**src/rtl/axil_app_master.sv**
```systemverilog
// AXI4-Lite master bridge: turns single-beat application write/read requests into
// AXI4-Lite transactions. Write and read engines are independent.
// Optional build macro AXIL_APP_RESP_STATUS_EN adds app_wresp/app_rresp status outputs.
module axil_app_master #(
  parameter int unsigned ADDR_WIDTH = 32,
  parameter int unsigned DATA_WIDTH = 32
) (
  input  logic                  aclk,
  input  logic                  areset,
  // AXI4-Lite write address / data / response
  output logic [ADDR_WIDTH-1:0] m_axi_awaddr,
  output logic [2:0]            m_axi_awprot,
  output logic                  m_axi_awvalid,
  input  logic                  m_axi_awready,
  output logic [DATA_WIDTH-1:0] m_axi_wdata,
  output logic [3:0]            m_axi_wstrb,
  output logic                  m_axi_wvalid,
  input  logic                  m_axi_wready,
  input  logic [1:0]            m_axi_bresp,
  input  logic                  m_axi_bvalid,
  output logic                  m_axi_bready,
  // AXI4-Lite read address / data
  output logic [ADDR_WIDTH-1:0] m_axi_araddr,
  output logic [2:0]            m_axi_arprot,
  output logic                  m_axi_arvalid,
  input  logic                  m_axi_arready,
  input  logic [DATA_WIDTH-1:0] m_axi_rdata,
  input  logic [1:0]            m_axi_rresp,
  input  logic                  m_axi_rvalid,
  output logic                  m_axi_rready,
  // Application side
  input  logic [ADDR_WIDTH-1:0] app_waddr,
  input  logic [DATA_WIDTH-1:0] app_wdata,
  input  logic                  app_wen,
  output logic                  app_wdone,
  input  logic [ADDR_WIDTH-1:0] app_raddr,
  input  logic                  app_ren,
  output logic [DATA_WIDTH-1:0] app_rdata,
`ifdef AXIL_APP_RESP_STATUS_EN
  output logic [1:0]            app_wresp,
  output logic [1:0]            app_rresp,
`endif
  output logic                  app_rdone
);

  typedef enum logic [1:0] {WrIdle, WrXfer, WrResp, WrDone} wr_state_e;
  typedef enum logic [1:0] {RdIdle, RdAddr, RdData, RdDone} rd_state_e;

  wr_state_e wr_state_q, wr_state_d;
  rd_state_e rd_state_q, rd_state_d;

  logic [ADDR_WIDTH-1:0] awaddr_q, awaddr_d, araddr_q, araddr_d;
  logic [DATA_WIDTH-1:0] wdata_q, wdata_d, rdata_q, rdata_d;
  logic awvalid_q, awvalid_d, wvalid_q, wvalid_d, bready_q, bready_d;
  logic arvalid_q, arvalid_d, rready_q, rready_d;
  logic wdone_q, wdone_d, rdone_q, rdone_d;

`ifdef AXIL_APP_RESP_STATUS_EN
  logic [1:0] wresp_q, wresp_d, rresp_q, rresp_d;
`else
  // Response codes are not reported in this build.
  logic unused_resp;
  assign unused_resp = ^{m_axi_bresp, m_axi_rresp};
`endif

  // Write engine: next state and registered outputs.
  always_comb begin
    wr_state_d = wr_state_q;
    awaddr_d   = awaddr_q;
    wdata_d    = wdata_q;
    awvalid_d  = awvalid_q;
    wvalid_d   = wvalid_q;
    bready_d   = bready_q;
    wdone_d    = 1'b0;
`ifdef AXIL_APP_RESP_STATUS_EN
    wresp_d    = wresp_q;
`endif
    unique case (wr_state_q)
      WrIdle: begin
        if (app_wen) begin
          awaddr_d   = app_waddr;
          wdata_d    = app_wdata;
          awvalid_d  = 1'b1;
          wvalid_d   = 1'b1;
          wr_state_d = WrXfer;
        end
      end
      WrXfer: begin
        // AW and W handshakes complete independently, in any order.
        if (awvalid_q && m_axi_awready) awvalid_d = 1'b0;
        if (wvalid_q && m_axi_wready)   wvalid_d  = 1'b0;
        if (!awvalid_d && !wvalid_d) begin
          bready_d   = 1'b1;
          wr_state_d = WrResp;
        end
      end
      WrResp: begin
        if (m_axi_bvalid) begin
          bready_d   = 1'b0;
          wr_state_d = WrDone;
`ifdef AXIL_APP_RESP_STATUS_EN
          wresp_d    = m_axi_bresp;
`endif
        end
      end
      WrDone: begin
        wdone_d    = 1'b1;
        wr_state_d = WrIdle;
      end
      default: wr_state_d = WrIdle;
    endcase
  end

  // Read engine: next state and registered outputs.
  always_comb begin
    rd_state_d = rd_state_q;
    araddr_d   = araddr_q;
    rdata_d    = rdata_q;
    arvalid_d  = arvalid_q;
    rready_d   = rready_q;
    rdone_d    = 1'b0;
`ifdef AXIL_APP_RESP_STATUS_EN
    rresp_d    = rresp_q;
`endif
    unique case (rd_state_q)
      RdIdle: begin
        // Level-sensitive: a held app_ren issues back-to-back reads.
        if (app_ren) begin
          araddr_d   = app_raddr;
          arvalid_d  = 1'b1;
          rd_state_d = RdAddr;
        end
      end
      RdAddr: begin
        if (m_axi_arready) begin
          arvalid_d  = 1'b0;
          rready_d   = 1'b1;
          rd_state_d = RdData;
        end
      end
      RdData: begin
        if (m_axi_rvalid) begin
          rdata_d    = m_axi_rdata;
          rready_d   = 1'b0;
          rd_state_d = RdDone;
`ifdef AXIL_APP_RESP_STATUS_EN
          rresp_d    = m_axi_rresp;
`endif
        end
      end
      RdDone: begin
        rdone_d    = 1'b1;
        rd_state_d = RdIdle;
      end
      default: rd_state_d = RdIdle;
    endcase
  end

  // State and output registers; reset discards any transfer in flight.
  always_ff @(posedge aclk) begin
    if (areset) begin
      wr_state_q <= WrIdle;
      rd_state_q <= RdIdle;
      awaddr_q   <= '0;
      wdata_q    <= '0;
      araddr_q   <= '0;
      rdata_q    <= '0;
      awvalid_q  <= 1'b0;
      wvalid_q   <= 1'b0;
      bready_q   <= 1'b0;
      arvalid_q  <= 1'b0;
      rready_q   <= 1'b0;
      wdone_q    <= 1'b0;
      rdone_q    <= 1'b0;
`ifdef AXIL_APP_RESP_STATUS_EN
      wresp_q    <= 2'b00;
      rresp_q    <= 2'b00;
`endif
    end else begin
      wr_state_q <= wr_state_d;
      rd_state_q <= rd_state_d;
      awaddr_q   <= awaddr_d;
      wdata_q    <= wdata_d;
      araddr_q   <= araddr_d;
      rdata_q    <= rdata_d;
      awvalid_q  <= awvalid_d;
      wvalid_q   <= wvalid_d;
      bready_q   <= bready_d;
      arvalid_q  <= arvalid_d;
      rready_q   <= rready_d;
      wdone_q    <= wdone_d;
      rdone_q    <= rdone_d;
`ifdef AXIL_APP_RESP_STATUS_EN
      wresp_q    <= wresp_d;
      rresp_q    <= rresp_d;
`endif
    end
  end

  assign m_axi_awaddr  = awaddr_q;
  assign m_axi_awprot  = 3'b000;
  assign m_axi_awvalid = awvalid_q;
  assign m_axi_wdata   = wdata_q;
  assign m_axi_wstrb   = 4'hF;
  assign m_axi_wvalid  = wvalid_q;
  assign m_axi_bready  = bready_q;
  assign m_axi_araddr  = araddr_q;
  assign m_axi_arprot  = 3'b000;
  assign m_axi_arvalid = arvalid_q;
  assign m_axi_rready  = rready_q;
  assign app_wdone     = wdone_q;
  assign app_rdone     = rdone_q;
  assign app_rdata     = rdata_q;
`ifdef AXIL_APP_RESP_STATUS_EN
  assign app_wresp     = wresp_q;
  assign app_rresp     = rresp_q;
`endif

endmodule

```
**config.mk**
```make
export PLATFORM = sky130hd
export DESIGN_NAME = axil_app_master
export DESIGN_NICKNAME = d
export VERILOG_FILES = /design/src/rtl/axil_app_master.sv
export SDC_FILE = /design/constraint.sdc
export NUM_CORES = 1
export LEC_CHECK = 0
export CAP_MARGIN = 20
export CORE_ASPECT_RATIO = 1.1
export CORE_UTILIZATION = 40
export CTS_CLUSTER_DIAMETER = 80
export CTS_CLUSTER_SIZE = 30
export DETAILED_ROUTE_END_ITERATION = 7
export DONT_BUFFER_PORTS = 1
export PLACE_DENSITY = 0.59
export SLEW_MARGIN = 20
export SYNTH_ARGS = -nofsm -noshare
export SYNTH_HDL_FRONTEND = slang
export SYNTH_SLANG_ARGS = --single-unit
```
**constraint.sdc**
```tcl
create_clock -name aclk -period 1.6 [get_ports aclk]
set_input_delay 0.16 -clock aclk [delete_from_list [all_inputs] [get_ports aclk]]
set_output_delay 0.16 -clock aclk [all_outputs]
set_load 0.02 [all_outputs]
```
# Word-level counts from Yosys, hierarchy flattened
# Index checks and enable logic that the tools add are counted.
word_totals:
  ramBits: 0
  mem_count: 0
  wordCells: 71
  rom_bits: 0
  output_inout_bits: 145
  latchBits: 0
  regBits: 139
classes:
  n_reduce_logical: 20
  n_eq_ne: 12
  n_shift: 0
  muxes: 26
  bitwise_logic: 0
  n_lt_le_gt_ge: 0
  add_sub_neg: 0
  n_div: 0
  multipliers: 0
op_table:
  columns: ["cell", "count"]
  rows:
  - ["$pmux W2 S4", 2]
  - ["$reduce_and A3 Y1", 5]
  - ["$mux W1", 13]
  - ["$mux W2", 6]
  - ["$ne A2 B2 Y1 const B", 6]
  - ["$pmux W1 S2", 5]
  - ["$eq A2 B2 Y1 const B", 4]
  - ["$reduce_and A2 Y1", 4]
  - ["$reduce_bool A2 Y1", 4]
  - ["$eq A2 B1 Y1 const B", 2]
  - ["$logic_not A2 Y1", 2]
  - ["$logic_and A1 B1 Y1", 3]
  - ["$logic_not A1 Y1", 2]

# Depth between registers and ports, before layout
logic_depth:
  word_depth: 7
  depth_mapped: 7
  ltp_nobuf: 6

# Worst setup path after synthesis
# No wires, ideal clock.
synth_path:
  path_type: "reg-to-reg"
  startpoint: "reg wr_state_q[0]"
  endpoint: "reg awaddr_q[22] (netlist: m_axi_awaddr[22])"
  n_path_buf: 2
  period_less_slack_ns: 1.356
  setup_slack_ns: 0.244
  t_arrival_ns: 1.285
  required_time_ns: 1.530
  setup_time_ns: 0.070
  path_stages_with_launch: 8
  cell_sequence: "dfxtp_1 -> inv_1 -> ha_1 -> nand2_1 -> buf_2 -> buf_2 -> nand2_1 -> a21oi_1"
synth_between:
  elab_chain_cells: 2
synth_lines:
  columns: ["item", "line", "rtl"]
  rows:
  - ["start: declaration", "49", "wr_state_e wr_state_q, wr_state_d;"]
  - ["start signal: assignment", "162", "wr_state_q <= WrIdle;"]
  - ["start signal: assignment", "180", "wr_state_q <= wr_state_d;"]
  - ["$logic_not A2 Y1", "78", "unique case (wr_state_q)"]
  - ["$reduce_and A2 Y1 (no line)", null, null]
  - ["end signal: assignment", "182", "awaddr_q <= awaddr_d;"]
  - ["end: declaration", "52", "logic [ADDR_WIDTH-1:0] awaddr_q, awaddr_d, araddr_q, araddr_d;"]
# No other way between the ends.
# A chain may end at the register's enable or synchronous reset.

# Worst setup path in the final report
layout_path:
  startpoint: "reg rd_state_q[1]"
  endpoint: "reg rd_state_q[1]"
layout_between:
  elab_chain_cells: 3
  elab_cells_between_ends: 9
  cone_classes: "eq/ne (6); mux (1); reduce/logical (2)"
layout_lines:
  columns: ["item", "line", "rtl"]
  rows:
  - ["start: declaration", "50", "rd_state_e rd_state_q, rd_state_d;"]
  - ["start signal: assignment", "163", "rd_state_q <= RdIdle;"]
  - ["start signal: assignment", "181", "rd_state_q <= rd_state_d;"]
  - ["$eq A2 B2 Y1, or another cell as far along", "125", "unique case (rd_state_q)"]
  - ["$ne A2 B2 Y1 (no line)", null, null]
  - ["$reduce_and A3 Y1 (no line)", null, null]
# Parallel ways exist; a longest one is shown, timed or not.

==> impl_metrics.csv <==
group,metric,value,unit
timing,hold_viol,135,
floorplanning,core,0.0125,mm2
logic_synthesis,yosysWarnings,0,
grt,grt_max_degree,139,
logic_synthesis,synthXorXnorAreaFrac,0,
timing,fin_ws,0.141,ns
drt,avgViaCountPerCell,5.08,
logic_synthesis,synth-compound-area-share,0.148,
setup_path,worstSetupEndpointType,"flop",
status,status,"complete, but fails checks",
setup_path,cp-start-kind,"flop",
placed_design,portBuffers,0,
pwr,power,0.0116,W
floorplanning,rows,43,
cts,numCtsBuffers,17,
placed_design,pre_cts_slack,0.153,ns
logic_synthesis,yosys-top-cells-count,"265 x nand2_1, 139 x dfxtp_1, 137 x a21oi_1, 16 x buf_2",
timing,skew,0.00590,ns
setup_path,required,1.90,ns
floorplanning,pin_count,286,
setup_path,r2r_start,"rd_state_q[1]$_SDFFE_PP0P_",
drt,drc,0,
logic_synthesis,synth_mux_area_frac,0.00391,
logic_synthesis,synth_top_family_by_area,"simple AND/OR/NAND/NOR gates",
drt,wl,11900,um
logic_synthesis,synth_area_leader_cell,"dfxtp_1",
placed_design,place_congestion,0.746,
grt,antenna_found_initial,0,
drt,drt_first_iter_violations,225,
cts,cts_buffer_depth,2,
cts,worstSkewPairLatency,0.41,ns
pwr,p_per_area,1980,mW/mm2
logic_synthesis,synth_top_area_share,0.543,
timing,finalSetupViolCount,0,
cells_and_area,fillers,1257,
logic_synthesis,synthTopCellsByArea,"dfxtp_1 54%, nand2_1 19%, a21oi_1 13%",
logic_synthesis,synth_area,0.00512,mm2
drt,drt_pass1_iterations,4,
floorplanning,fp.dieW,110,um
cts,cts_sinks,139,
setup_path,critical_path_arrival,1.76,ns
setup_path,r2r_setup_slack,0.14,ns
setup_path,rr_endpoint,"rd_state_q[1]$_SDFFE_PP0P_",
logic_synthesis,synth-edff-count,0,
min_path,hold_end,"app_rdata[29]$_SDFFE_PP0P_",
floorplanning,die_area,0.0133,mm2
cts,cts_resized,0,
timing,fin_crit,1.46,ns
cells_and_area,drive_gt1_frac,0.0698,
logic_synthesis,async_flop_share,0,
cells_and_area,syn_to_final_growth,14.1,%
cells_and_area,post-route-util,0.466,
placed_design,dp_hpwl,8080,um
drt,vias,4071,
grt,gr-usage-all-layers,0.172,
logic_synthesis,syn_avg_cell_area,7.94,um2
logic_synthesis,synthFlopType,"dfxtp_1",
floorplanning,initial_utilization,0.409,
logic_synthesis,synth_fa_ha_area_frac,0.0220,
drt,ant_nets,0,
cells_and_area,antenna_cells,0,
timing,rsz0062_at_grt,"no",
pwr,p_leak,2.18,nW
logic_synthesis,synth_cell_types,27,
timing,tns,0,ns
min_path,hold_depth,1,
flow_run,drv_cap,0,
cts,post-cts-setup-buffers,0,
status,violations,"negative hold slack",
cts,path_clk_slew,0.06,ns
logic_synthesis,syn-instance-count,645,
grt,grt_pass1_wl,17400,um
logic_synthesis,seq_area_frac_synth,0.543,
cts,cts_root_buf,"clkbuf_16",
min_path,min_path_type,"input port to flop",
setup_path,r2r_cells,6,
grt,grt_pass1_vias,3770,
logic_synthesis,ys_seq_elements,139,
cts,hold_buffers,4,
logic_synthesis,synthSimpleGateAreaFrac,0.213,
logic_synthesis,yosysMostFrequentCell,"nand2_1",
timing,hold_ws,-0.177,ns
pwr,irDropWorstVdd,0.000938,V
min_path,min_from,"areset",
setup_path,path_class,"flop to flop",
drt,post_drt_wl_per_cell,14.8,um
cts,htree_levels,4,
cells_and_area,finalNetCount,782,
setup_path,crit_fanout,4,
grt,grt.overflow.total,0,
timing,fmax,0.686,GHz
floorplanning,die_y,121,um
timing,drv_slew,0,
timing,finalCritPeriodShare,0.912,
cts,cts_tree,"yes",
[logic make-up after synthesis]
group,after synthesis
AO/OA/AOI/OAI,146
adder cells (fa/ha/maj),9
buffers and inverters,63
flip-flops,139
multiplexers,2
other,2
AND/OR/NAND/NOR,284
[stage by stage]
stage | hold WS, ns | instances | area, um2
6_report | -0.177 | 802 | 5840
5_1_grt | -0.203 | 802 | 5840
4_1_cts | -0.203 | 802 | 5840
3_5_place_dp | 0.239 | 766 | 5200
3_3_place_gp | 0.236 | 766 | 5200
2_1_floorplan | 0.273 | 653 | 5150
[registers in the layout (all words and copies together), names as in the netlist]
register       count
app_rdata         32
app_rdone          1
app_wdone          1
m_axi_araddr      32
m_axi_arvalid      1
m_axi_awaddr      32
m_axi_awvalid      1
m_axi_bready       1
m_axi_rready       1
m_axi_wdata       32
m_axi_wvalid       1
rd_state_q         2
wr_state_q         2
[worst max path at each step]
stage                                     from                       endpoint  slack, ns  cells past startpoint
global placement    rd_state_q[1]$_SDFFE_PP0P_     rd_state_q[1]$_SDFFE_PP0P_       0.19                      6
floorplan           wr_state_q[0]$_SDFFE_PP0P_  m_axi_awaddr[22]$_SDFFE_PP0P_       0.24                      7
CTS                 rd_state_q[0]$_SDFFE_PP0P_     app_rdata[30]$_SDFFE_PP0P_       0.13                      6
detailed placement  rd_state_q[0]$_SDFFE_PP0P_     app_rdata[30]$_SDFFE_PP0P_       0.15                      6
finish              rd_state_q[1]$_SDFFE_PP0P_     rd_state_q[1]$_SDFFE_PP0P_       0.14                      6
global route        rd_state_q[0]$_SDFFE_PP0P_  m_axi_araddr[23]$_SDFFE_PP0P_       0.02                      6
[where the power goes]
part	switching [W]	internal, W
sequential	0.00117	0.00412
combinational	0.00143	0.000915
clock	0.00143	0.00250
total	0.00403	0.00754
[per-layer routing]
layer / GRT usage / share of wire
met1: 0.172 / 0.38
met2: 0.297 / 0.49
met3: 0.0712 / 0.10
met4: 0.0942 / 0.025
met5: 0 / 0
[cell type report]
cell class	count	area (um2)	area share
flip-flops and latches	139	2780	0.476
clock buffers	23	498	0.0852
well taps	157	196	0.0336
multi-input cells	451	2020	0.346
repair buffers	13	195	0.0334
clock inverters	9	110	0.0188
inverters	10	37.5	0.00642
[cells in the final DEF (no fill, tap or decap), types with 2 or more instances in the layout]
| cell | netlist | final |
|---|---|---|
| conb_1 | 2 | 10 |
| dlygate4sd3_1 | 0 | 4 |
| clkinv_2 | 0 | 2 |
| inv_1 | 9 | 9 |
| buf_12 | 0 | 7 |
| a21oi_1 | 137 | 137 |
| nor3_1 | 2 | 2 |
| dfxtp_1 | 139 | 139 |
| ha_1 | 9 | 9 |
| and2_1 | 3 | 2 |
| nor2b_1 | 4 | 4 |
| clkbuf_8 | 0 | 5 |
| nand2_1 | 265 | 264 |
| bufinv_16 | 0 | 2 |
| mux2i_1 | 2 | 2 |
| clkinvlp_4 | 0 | 3 |
| buf_4 | 13 | 2 |
| nor2_1 | 9 | 9 |
| clkbuf_16 | 0 | 17 |
[critical path, cell delays in order (launching register included)]
cell and delay [ns]:
dfxtp_1 0.37, inv_1 0.07, ha_1 0.22, nor2b_1 0.17
a221oi_2 0.25, mux2i_1 0.22, nor2_1 0.05
No activity file was read; power rests on OpenSTA's default activity.
